<file path="src/rtl/uart_rx.sv">
// uart_rx: 8N1-style serial receiver that samples each bit at mid-bit with a
// fixed clocks-per-bit count, packs NUM_WORDS bytes (first byte in the LSBs)
// into one word, and offers it on a valid/ready master port. A completed
// group that cannot be accepted is dropped and flagged with an overrun pulse.
//
// Handshake: m_data is offered while m_valid is high and is held stable until
// the cycle in which m_valid && m_ready (the transfer). m_valid drops after the
// transfer unless a new group is loaded in that same cycle.
module uart_rx #(
    parameter int CLOCKS_PER_PULSE = 4,
    parameter int BITS_PER_WORD    = 8,
    parameter int W_OUT            = 24
) (
    input  logic             clk,
    input  logic             rst,
    input  logic             rx,
    output logic [W_OUT-1:0] m_data,
    output logic             m_valid,
    input  logic             m_ready,
    output logic             frame_err,
    output logic             overrun
);

    localparam int NUM_WORDS = W_OUT / BITS_PER_WORD;
    localparam int HALF      = CLOCKS_PER_PULSE / 2;
    localparam int CW        = $clog2(CLOCKS_PER_PULSE);
    localparam int BW        = $clog2(BITS_PER_WORD) + 1;
    localparam int WW        = $clog2(NUM_WORDS) + 1;

    localparam logic [CW-1:0] HALF_M1   = CW'(HALF - 1);
    localparam logic [CW-1:0] LAST_CLK  = CW'(CLOCKS_PER_PULSE - 1);
    localparam logic [BW-1:0] LAST_BIT  = BW'(BITS_PER_WORD - 1);
    localparam logic [WW-1:0] LAST_WORD = WW'(NUM_WORDS - 1);

    localparam logic [2:0] IDLE  = 3'd0;
    localparam logic [2:0] START = 3'd1;
    localparam logic [2:0] DATA  = 3'd2;
    localparam logic [2:0] STOP  = 3'd3;
    localparam logic [2:0] BREAK = 3'd4;

    logic                     rx_m;
    logic                     rx_s;
    logic [2:0]               state;
    logic [CW-1:0]            c_clocks;
    logic [BW-1:0]            c_bits;
    logic [WW-1:0]            c_words;
    logic [BITS_PER_WORD-1:0] sh;
    logic [BITS_PER_WORD-1:0] word_buf [NUM_WORDS];
    logic [W_OUT-1:0]         group;

    // Two-flop synchroniser; idles high so reset does not look like a start bit.
    always_ff @(posedge clk) begin
        if (rst) begin
            rx_m <= 1'b1;
            rx_s <= 1'b1;
        end else begin
            rx_m <= rx;
            rx_s <= rx_m;
        end
    end

    // Group being completed: stored bytes below, the byte just received on top.
    always_comb begin
        group = '0;
        for (int i = 0; i < NUM_WORDS - 1; i++) begin
            group[i*BITS_PER_WORD +: BITS_PER_WORD] = word_buf[i];
        end
        group[(NUM_WORDS-1)*BITS_PER_WORD +: BITS_PER_WORD] = sh;
    end

    // Frame FSM, byte packing and output register with drop-on-busy delivery.
    always_ff @(posedge clk) begin
        if (rst) begin
            state     <= IDLE;
            c_clocks  <= '0;
            c_bits    <= '0;
            c_words   <= '0;
            sh        <= '0;
            m_data    <= '0;
            m_valid   <= 1'b0;
            frame_err <= 1'b0;
            overrun   <= 1'b0;
            for (int i = 0; i < NUM_WORDS; i++) begin
                word_buf[i] <= '0;
            end
        end else begin
            frame_err <= 1'b0;
            overrun   <= 1'b0;
            if (m_valid && m_ready) begin
                m_valid <= 1'b0;
            end
            case (state)
                IDLE: begin
                    if (!rx_s) begin
                        state    <= START;
                        c_clocks <= '0;
                    end
                end
                START: begin
                    if (c_clocks == HALF_M1) begin
                        if (rx_s) begin
                            state <= IDLE;
                        end else begin
                            state    <= DATA;
                            c_clocks <= '0;
                            c_bits   <= '0;
                        end
                    end else begin
                        c_clocks <= c_clocks + CW'(1);
                    end
                end
                DATA: begin
                    if (c_clocks == LAST_CLK) begin
                        sh       <= {rx_s, sh[BITS_PER_WORD-1:1]};
                        c_bits   <= c_bits + BW'(1);
                        c_clocks <= '0;
                        if (c_bits == LAST_BIT) begin
                            state <= STOP;
                        end
                    end else begin
                        c_clocks <= c_clocks + CW'(1);
                    end
                end
                STOP: begin
                    if (c_clocks == LAST_CLK) begin
                        c_clocks <= '0;
                        if (rx_s) begin
                            state <= IDLE;
                            for (int i = 0; i < NUM_WORDS; i++) begin
                                if (c_words == WW'(i)) begin
                                    word_buf[i] <= sh;
                                end
                            end
                            if (c_words == LAST_WORD) begin
                                c_words <= '0;
                                if (!m_valid || m_ready) begin
                                    m_data  <= group;
                                    m_valid <= 1'b1;
                                end else begin
                                    overrun <= 1'b1;
                                end
                            end else begin
                                c_words <= c_words + WW'(1);
                            end
                        end else begin
                            frame_err <= 1'b1;
                            sh        <= '0;
                            c_words   <= '0;
                            state     <= BREAK;
                        end
                    end else begin
                        c_clocks <= c_clocks + CW'(1);
                    end
                end
                BREAK: begin
                    if (rx_s) begin
                        state <= IDLE;
                    end
                end
                default: state <= IDLE;
            endcase
        end
    end

endmodule

</file>
<file path="config.mk">
export PLATFORM = sky130hd
export DESIGN_NAME = uart_rx
export DESIGN_NICKNAME = d
export VERILOG_FILES = /design/src/rtl/uart_rx.sv
export SDC_FILE = /design/constraint.sdc
export NUM_CORES = 1
export LEC_CHECK = 0
export BUFFER_PORTS_ARGS = -buffer_cell sky130_fd_sc_hd__buf_2
export CAP_MARGIN = 10
export CORE_ASPECT_RATIO = 0.6
export CORE_MARGIN = 4
export CORE_UTILIZATION = 45
export CTS_CLUSTER_DIAMETER = 100
export DETAILED_ROUTE_END_ITERATION = 7
export PLACE_DENSITY = 0.73
export SKIP_LAST_GASP = 1
export SYNTH_ARGS = -nofsm -noshare
export SYNTH_HDL_FRONTEND = slang
export SYNTH_SLANG_ARGS = --single-unit
</file>
<file path="constraint.sdc">
create_clock -name clk -period 2.46 [get_ports clk]
set_input_delay 0.615 -clock clk [delete_from_list [all_inputs] [get_ports clk]]
set_output_delay 0.615 -clock clk [all_outputs]
set_load 0.01 [all_outputs]
</file>
==> run summary, run 1 <==
Ant. Diodes - 0
CP delay by family, top - simple AND/OR/NAND/NOR gates
CP required - 2.73 ns
most common cell after layout, fill and taps aside - nand2b_1
DR DRC count - 0
CTS Root Cell - clkbuf_8
first-pass GRT wire length - 8.89 mm
final cell count without fillers - 391
# nets final - 309
Period Utilization, post-route - 83.7%
post-placement worst setup slack - 0.437 ns
status - complete, no violations
synthesized area - 2850 um2
die height - 69.6 um
Total Wirelength - 5.22 mm
# rows - 22
Syn Area/Cell - 10.3 um2
cell count after synthesis - 276
Worst-Margin Slew - 0.513 ns
Critical Path Start Type - flip-flop
vias post-DR - 1941
Static Leak - 1.14 nW
Filler Cell Count - 570
Fmax achieved - 486 MHz
post-synthesis register bit count - 65
Final setup viols - 0
CP max FO - 24
Crit Path Class - reg2reg
placed instance count - 375
Initial DRC Count - 62
H-tree levels - 3
worst vdd ir - 0.279 mV
Final Skew - 0.00808 ns
Synth async-reset ratio - 0%
Distinct cells, synth - 39
CTS Sinks - 65
most frequent cells in the layout - nand2b_1, dfxtp_1, buf_2
sequential element share of the synthesized area - 51.3%
vias in the first global route - 1839
CTS tree - yes
Longest Clk Path Bufs - 2
antenna violations before repair - 0
Buf/Inv on CP - 1
dominant synthesized flop cell - dfxtp_1
final worst slack - 0.402 ns
iteration count of the initial detailed-routing pass - 6
P&R area growth vs syn - 13.5%
Tot GR Track Use - 14.4%
share of cells above drive strength 1 - 18.9%
pin count of the biggest net entering global routing - 61
Die ar. - 7710 um2
Synthesis Warnings - 0
RD Place Congestion - 0.775
DP Wirelength - 3.43 mm
die width - 111 um
Core ar. - 6140 um2
minimum clock period - 2.06 ns
Post-synth EDFFs - 16
Hold Path Class - reg2reg
Min Hold Slack - 0.416 ns
Slew headroom - 65.7%
# resized after CTS - 0
number of max-cap violations - 0
Cell Pwr Density - 672 nW/um2
post-CTS setup buffer count - 0
I/O pins - 31
CP max stage cell - dfxtp_1
Setup crit end kind - flip-flop
RSZ-0062 raised after global routing - false
Final Hold Viols - 0
antenna-violating nets left - 0
grt total ovfl - 0
initial core utilization - 46.4%
clk slew on worst S/H paths - 0.07 ns
CP arrival - 2.33 ns
Hold Buf Count CTS - 0
Worst-Skew Late Latency - 0.34 ns
Port Buffers - 30
critical path's largest stage delay - 0.43 ns
worst path cell trace - ha_1 -> nand4_4 -> nor4_4 -> buf_4 -> mux2i_1
vias per cell - 4.96
DR WL/cell - 13.3 um
setup TNS - 0 ns
syn_nets - 283
Final Max Slew Viols - 0
total CTS buffers - 9
synth_stat cells, drive strengths merged, types with 2 or more instances:
| cell | instances | area [um2] |
|---|---|---|
| or3 | 3 | 18.8 |
| or2 | 4 | 25.0 |
| ha | 3 | 37.5 |
| nor2b | 3 | 26.3 |
| clkbuf | 15 | 56.3 |
| nor2 | 9 | 33.8 |
| a21oi | 20 | 100 |
| dfxtp | 49 | 981 |
| nand4bb | 2 | 22.5 |
| nor3b | 6 | 45.0 |
| nand2b | 51 | 319 |
| nand3b | 3 | 22.5 |
| edfxtp | 16 | 480 |
| o21ai | 5 | 25.0 |
| inv | 2 | 7.51 |
| and2 | 9 | 56.3 |
| buf | 4 | 32.5 |
| mux2i | 24 | 240 |
| o21bai | 2 | 15.0 |
| nand3 | 9 | 45.0 |
| nand2 | 14 | 52.6 |
| a21o | 2 | 15.0 |
| nor4b | 3 | 32.5 |
| nor3 | 6 | 30.0 |
report_power, final:
part / total, mW / switching, mW / internal (mW)
combinational: 0.186 / 0.103 / 0.0839
sequential: 1.14 / 0.0239 / 1.12
clock: 0.845 / 0.421 / 0.424
metal layers:
metal,wire length [um],vias to the layer above,global-route usage (%)
met5,0,-,0
met1,2810,885,20.6
met3,294,7,6.54
li1,-,1006,-
met4,51,0,3.28
met2,2060,43,19.6
final cells by class:
cell class / instances / area, um2 / share of cell area (%)
flip-flops and latches: 65 / 1460 / 45.2
multi-input cells: 190 / 1290 / 39.9
repair buffers: 34 / 180 / 5.57
clock buffers: 10 / 149 / 4.60
well taps: 84 / 105 / 3.25
clock inverters: 6 / 40.0 / 1.24
inverters: 2 / 7.51 / 0.232
through the flow:
step / power (mW) / util, % / area [um2]
6_report: 2.17 / 52.7 / 3230
5_1_grt: 2.28 / 52.7 / 3230
4_1_cts: 2.20 / 52.7 / 3230
3_5_place_dp: 1.35 / 49.6 / 3050
3_3_place_gp: 1.35 / 49.6 / 3050
2_1_floorplan: 1.32 / - / 2850
sequential cells by signal, summed over array words and instances, names as in the netlist, 2 cells and up:
register,flops
c_bits,4
c_clocks,2
c_words,3
m_data,24
sh,8
state,3
word_buf,16
kinds of logic after synthesis:
group           synth area share (%)
buf+inv                         3.38
fa+ha+maj                       1.32
xor+xnor                       0.307
mux                             8.83
flops                           51.3
compound gates                  7.11
simple gates                    27.8
path summary, 6_finish.rpt:
check                   start    endpoint  slack, ns  depth (start not counted)
setup / recovery  c_clocks[0]  m_data[16]       0.40                          5
hold reg to reg          rx_m        rx_s       0.42                          1
hold / removal           rx_m        rx_s       0.42                          1
setup reg to reg  c_clocks[0]  m_data[16]       0.40                          5
worst register-to-register path, delay by kind of cell (launching register included):
kind,cells,cell delay (ns)
adders and majority gates,1,0.40
buffers and inverters,1,0.43
DFF,1,0.43
muxes,1,0.24
and+or+nand+nor,2,0.49
(Power assumes the default switching activity.)
==> inputs of run 2 (changes only) <==
==> constraint.sdc (replaced) <==
create_clock -name clk -period 2.15 [get_ports clk]
set_input_delay 0.5375 -clock clk [delete_from_list [all_inputs] [get_ports clk]]
set_output_delay 0.5375 -clock clk [all_outputs]
set_load 0.01 [all_outputs]
==> run 2 against run 1 <==
  * Combinational power is 12% higher
  * Global-route usage is 0.21 points higher
  * Final cell count up 2.0%
  * Via count down 0.15%
  * Sequential share of layout area fell by 0.59 points
  * Final area is 1.3% higher
  * Total power is 12% higher
  * Routed wire length up 2.2%
  * Highest routed layer unchanged
==> run summary, run 2 (synthesized netlist as in run 1, its figures left out) <==
CP max FO - 6
sequential power share - 54.2%
reg2reg path depth - 6
# rows - 22
RSZ-0062 raised after global routing - false
Hold Path Class - in2reg
CTS tree - yes
Critical Path Start Type - flip-flop
clock share of power - 37.3%
die height - 69.6 um
Worst-Skew Late Latency - 0.35 ns
Final Max Slew Viols - 0
Final Core Density - 53.4%
max reg flops - 24
Slew headroom - 78.5%
die width - 111 um
hold depth - 2
vias post-DR - 1938
DR WL/cell - 13.4 um
Cell Pwr Density - 741 nW/um2
Ant. Diodes - 0
# resized after CTS - 0
Port Buffers - 30
Setup crit end kind - flip-flop
status - complete, no violations
DP Wirelength - 3.67 mm
Period Utilization, post-route - 89.2%
Filler Cell Count - 544
minimum clock period - 1.92 ns
Tot GR Track Use - 14.6%
Core ar. - 6140 um2
P&R area growth vs syn - 15.0%
share of cells above drive strength 1 - 21.0%
CTS Sinks - 65
iteration count of the initial detailed-routing pass - 4
Final Skew - 0.0111 ns
setup TNS - 0 ns
vias per cell - 4.86
Total Wirelength - 5.33 mm
Crit Path Class - reg2reg
Logic pwr share - 8.6%
Final Hold Viols - 0
Hold Buf Count CTS - 0
CP max stage cell - dfxtp_1
grt total ovfl - 0
Worst-Margin Slew - 0.323 ns
initial core utilization - 46.4%
CP required - 2.38 ns
pin count of the biggest net entering global routing - 39
antenna-violating nets left - 0
Largest Register - m_data
critical path depth - 6
CP delay by family, top - compound AO/OA/AOI/OAI gates
number of max-cap violations - 0
worst vdd ir - 0.344 mV
most common cell after layout, fill and taps aside - nand2b_1
switching share of power - 25.9%
Final Instance Area - 3280 um2
post-CTS setup buffer count - 0
I/O pins - 31
Longest Clk Path Bufs - 2
Fmax achieved - 521 MHz
Setup crit end - state[0]
most frequent cells in the layout - nand2b_1, dfxtp_1, buf_2
DR DRC count - 0
Reg2Reg Launch Point - c_clocks[0]
Die ar. - 7710 um2
CP Launch Point - c_clocks[0]
Buf/Inv on CP - 1
placed cell areas - 3110 um2
clk slew on worst S/H paths - 0.07 ns
Regs by FF count - m_data x24, word_buf x16, sh x8
# nets final - 317
vias in the first global route - 1867
total CTS buffers - 9
R2R Path End - state[0]
Static Leak - 1.18 nW
H-tree levels - 3
RD Place Congestion - 0.773
worst reg-to-reg setup slack - 0.23 ns
antenna violations before repair - 0
CP arrival - 2.15 ns
Psw - 0.628 mW
first-pass GRT wire length - 8.99 mm
CTS Root Cell - clkbuf_8
worst path cell trace - ha_1 -> buf_4 -> nand2_1 -> a32oi_1 -> o21a_1 -> mux2_1
Initial DRC Count - 66
critical path's largest stage delay - 0.42 ns
Int Power - 1.80 mW
Final setup viols - 0
run 2: cell count changes in the layout (fill, tap and decap cells not counted), sizes merged:
| cell | before | now |
|---|---|---|
| buf | 34 | 42 |
| clkinv | 2 | 4 |
| clkinvlp | 3 | 1 |
run 2: worst min path at each step:
stage                     slack (ns)  from   end
after detailed placement        0.40  rx_m  rx_s
after global routing            0.36    rx  rx_m
after CTS                       0.36    rx  rx_m
final                           0.38    rx  rx_m
after floorplan                 0.39  rx_m  rx_s
after global placement          0.40  rx_m  rx_s
run 2: routing by layer:
metal  track usage [%]  wire length (um)  up-vias
met4              4.51                25        0
met2              19.8              2150       32
met1              20.9              2910      883
met3              5.93               244        3
met5                 0                 0        -
li1                  -                 -     1020
run 2: stage by stage:
| stage | hold WS (ns) | worst slack, ns | cells | total power [mW] |
|---|---|---|---|---|
| finish | 0.375 | 0.231 | 399 | 2.43 |
| global route | 0.360 | 0.0796 | 399 | 2.54 |
| CTS | 0.360 | 0.247 | 399 | 2.46 |
| detailed placement | 0.403 | 0.258 | 383 | 1.55 |
| global placement | 0.397 | 0.296 | 383 | 1.54 |
| floorplan | 0.389 | 0.118 | 276 | 1.50 |
run 2: area by class of cell:
class	count	area, um2	area share, %
clock inverter	6	43.8	1.34
timing repair buffer	42	240	7.33
clock buffer	10	128	3.89
sequential	65	1460	44.6
inverter	2	7.51	0.229
tap	84	105	3.21
multi-input combinational	190	1290	39.4
run 2: power by group through the flow:
stage               registers [mW]  clock network (mW)  logic (mW)
finish                        1.31               0.904       0.208
global route                  1.32               0.983       0.235
CTS                           1.31               0.934       0.209
detailed placement            1.34                   0       0.208
global placement              1.34                   0       0.202
floorplan                     1.32                   0       0.184
==> inputs of run 3 (changes only) <==
--- a/config.mk
+++ b/config.mk
@@ -9,10 +9,10 @@
 export CAP_MARGIN = 10
 export CORE_ASPECT_RATIO = 0.6
 export CORE_MARGIN = 4
-export CORE_UTILIZATION = 45
+export CORE_UTILIZATION = 30
 export CTS_CLUSTER_DIAMETER = 100
 export DETAILED_ROUTE_END_ITERATION = 7
-export PLACE_DENSITY = 0.73
+export PLACE_DENSITY = 0.55
 export SKIP_LAST_GASP = 1
 export SYNTH_ARGS = -nofsm -noshare
 export SYNTH_HDL_FRONTEND = slang
==> run 3 against run 2 <==
  * Die area is 45% higher
  * Combinational power barely moved
  * Fmax hardly changed
  * Worst setup slack hardly changed
  * Routed wire length rose by 10%
  * Critical endpoint is now word_buf[0][2]
  * Largest power group is now the clock network
==> run summary, run 3 (synthesized netlist as in run 1, its figures left out) <==
status - complete, no violations
Worst-Skew Late Latency - 0.33 ns
Slew headroom - 70.0%
Regs by FF count - m_data x24, word_buf x16, sh x8
# nets final - 317
most frequent cells in the layout - nand2b_1, dfxtp_1, buf_2
worst vdd ir - 0.392 mV
CP required - 2.19 ns
Crit Path Class - reg2reg
Critical Path Start Type - flip-flop
# rows - 27
share of cells above drive strength 1 - 20.3%
Tot GR Track Use - 11.4%
# resized after CTS - 0
Hold Path Class - in2reg
Initial DRC Count - 128
CTS Sinks - 65
RSZ-0062 raised after global routing - false
clk slew on worst S/H paths - 0.06 ns
grt total ovfl - 0
vias post-DR - 1995
post-CTS setup buffer count - 0
Core ar. - 9220 um2
minimum clock period - 1.92 ns
post-placement worst setup slack - 0.233 ns
CP arrival - 1.96 ns
setup TNS - 0 ns
Final Skew - 0.00470 ns
Cell Pwr Density - 907 nW/um2
most common cell after layout, fill and taps aside - nand2b_1
Ant. Diodes - 0
first-pass GRT wire length - 10.0 mm
I/O pins - 31
number of max-cap violations - 0
DP Wirelength - 3.96 mm
initial core utilization - 30.9%
vias per cell - 4.48
die width - 134 um
antenna-violating nets left - 0
Fmax achieved - 521 MHz
Final Max Slew Viols - 0
Setup crit end kind - flip-flop
max reg flops - 24
RD Place Congestion - 0.809
DR DRC count - 0
Largest Register - m_data
Static Leak - 1.25 nW
Min Hold Slack - 0.389 ns
P&R area growth vs syn - 22.7%
DR WL/cell - 13.2 um
CP max FO - 8
total CTS buffers - 9
Longest Clk Path Bufs - 2
pin count of the biggest net entering global routing - 34
Worst-Margin Slew - 0.450 ns
Die ar. - 11200 um2
Final setup viols - 0
Period Utilization, post-route - 89.2%
antenna violations before repair - 0
Total Wirelength - 5.88 mm
final worst slack - 0.232 ns
die height - 83.5 um
Final Hold Viols - 0
Hold Buf Count CTS - 0
vias in the first global route - 1922
CTS Root Cell - clkbuf_16
iteration count of the initial detailed-routing pass - 4
Port Buffers - 30
H-tree levels - 3
CTS tree - yes
PnR Total Power - 3.17 mW
[run 3: cell count changes in the layout (fill, tap and decap cells not counted)]
cell       previous run  this run
clkbuf_16             0         9
clkbuf_8              9         0
bufinv_16             0         3
clkinv_1              0         3
clkinv_2              2         0
clkinv_4              2         0
clkbuf_1              1         0
inv_6                 1         0
[run 3: final timing paths]
check	startpoint	to	slack (ns)	depth (start not counted)
max	c_clocks[0]	word_buf[0][2]	0.23	5
min reg2reg	rx_m	rx_s	0.42	1
min	rx	rx_m	0.39	2
max reg2reg	c_clocks[0]	word_buf[0][2]	0.23	5
[run 3: layer usage]
metal	vias up	global-route usage, %	routed length (um)
met3	10	5.30	395
met5	-	0	0
met2	48	14.4	2170
met4	0	4.20	99
li1	1025	-	-
met1	912	16.5	3210
[run 3: cell type report]
cell class | instances | area [um2]
sequential | 65 | 1460
clock inverter | 7 | 109
timing repair buffer | 42 | 240
clock buffer | 9 | 225
fill | 914 | 5730
multi-input combinational | 190 | 1290
inverter | 2 | 7.51
tap | 130 | 163
[run 3: critical path: stages, from the launching register on]
cell and delay [ns]:
dfxtp_1 0.42, ha_1 0.31, nand4_4 0.20, or3_1 0.38, o21bai_1 0.13, buf_4 0.19
[run 3: per-stage QoR]
stage                     instance area [um2]  cells  util (%)
after floorplan                          2850    276         -
after global placement                   3160    429      34.3
after detailed placement                 3160    429      34.3
after CTS                                3500    445      37.9
after global routing                     3500    445      37.9
final                                    3500    445      37.9
[run 3: power by group]
group          total (mW)  switching, mW  internal, mW  leakage [nW]
logic               0.206          0.108        0.0983         0.531
clock network        1.64          0.524          1.12         0.158
registers            1.32         0.0421          1.28         0.560
total                3.17          0.674          2.50          1.25
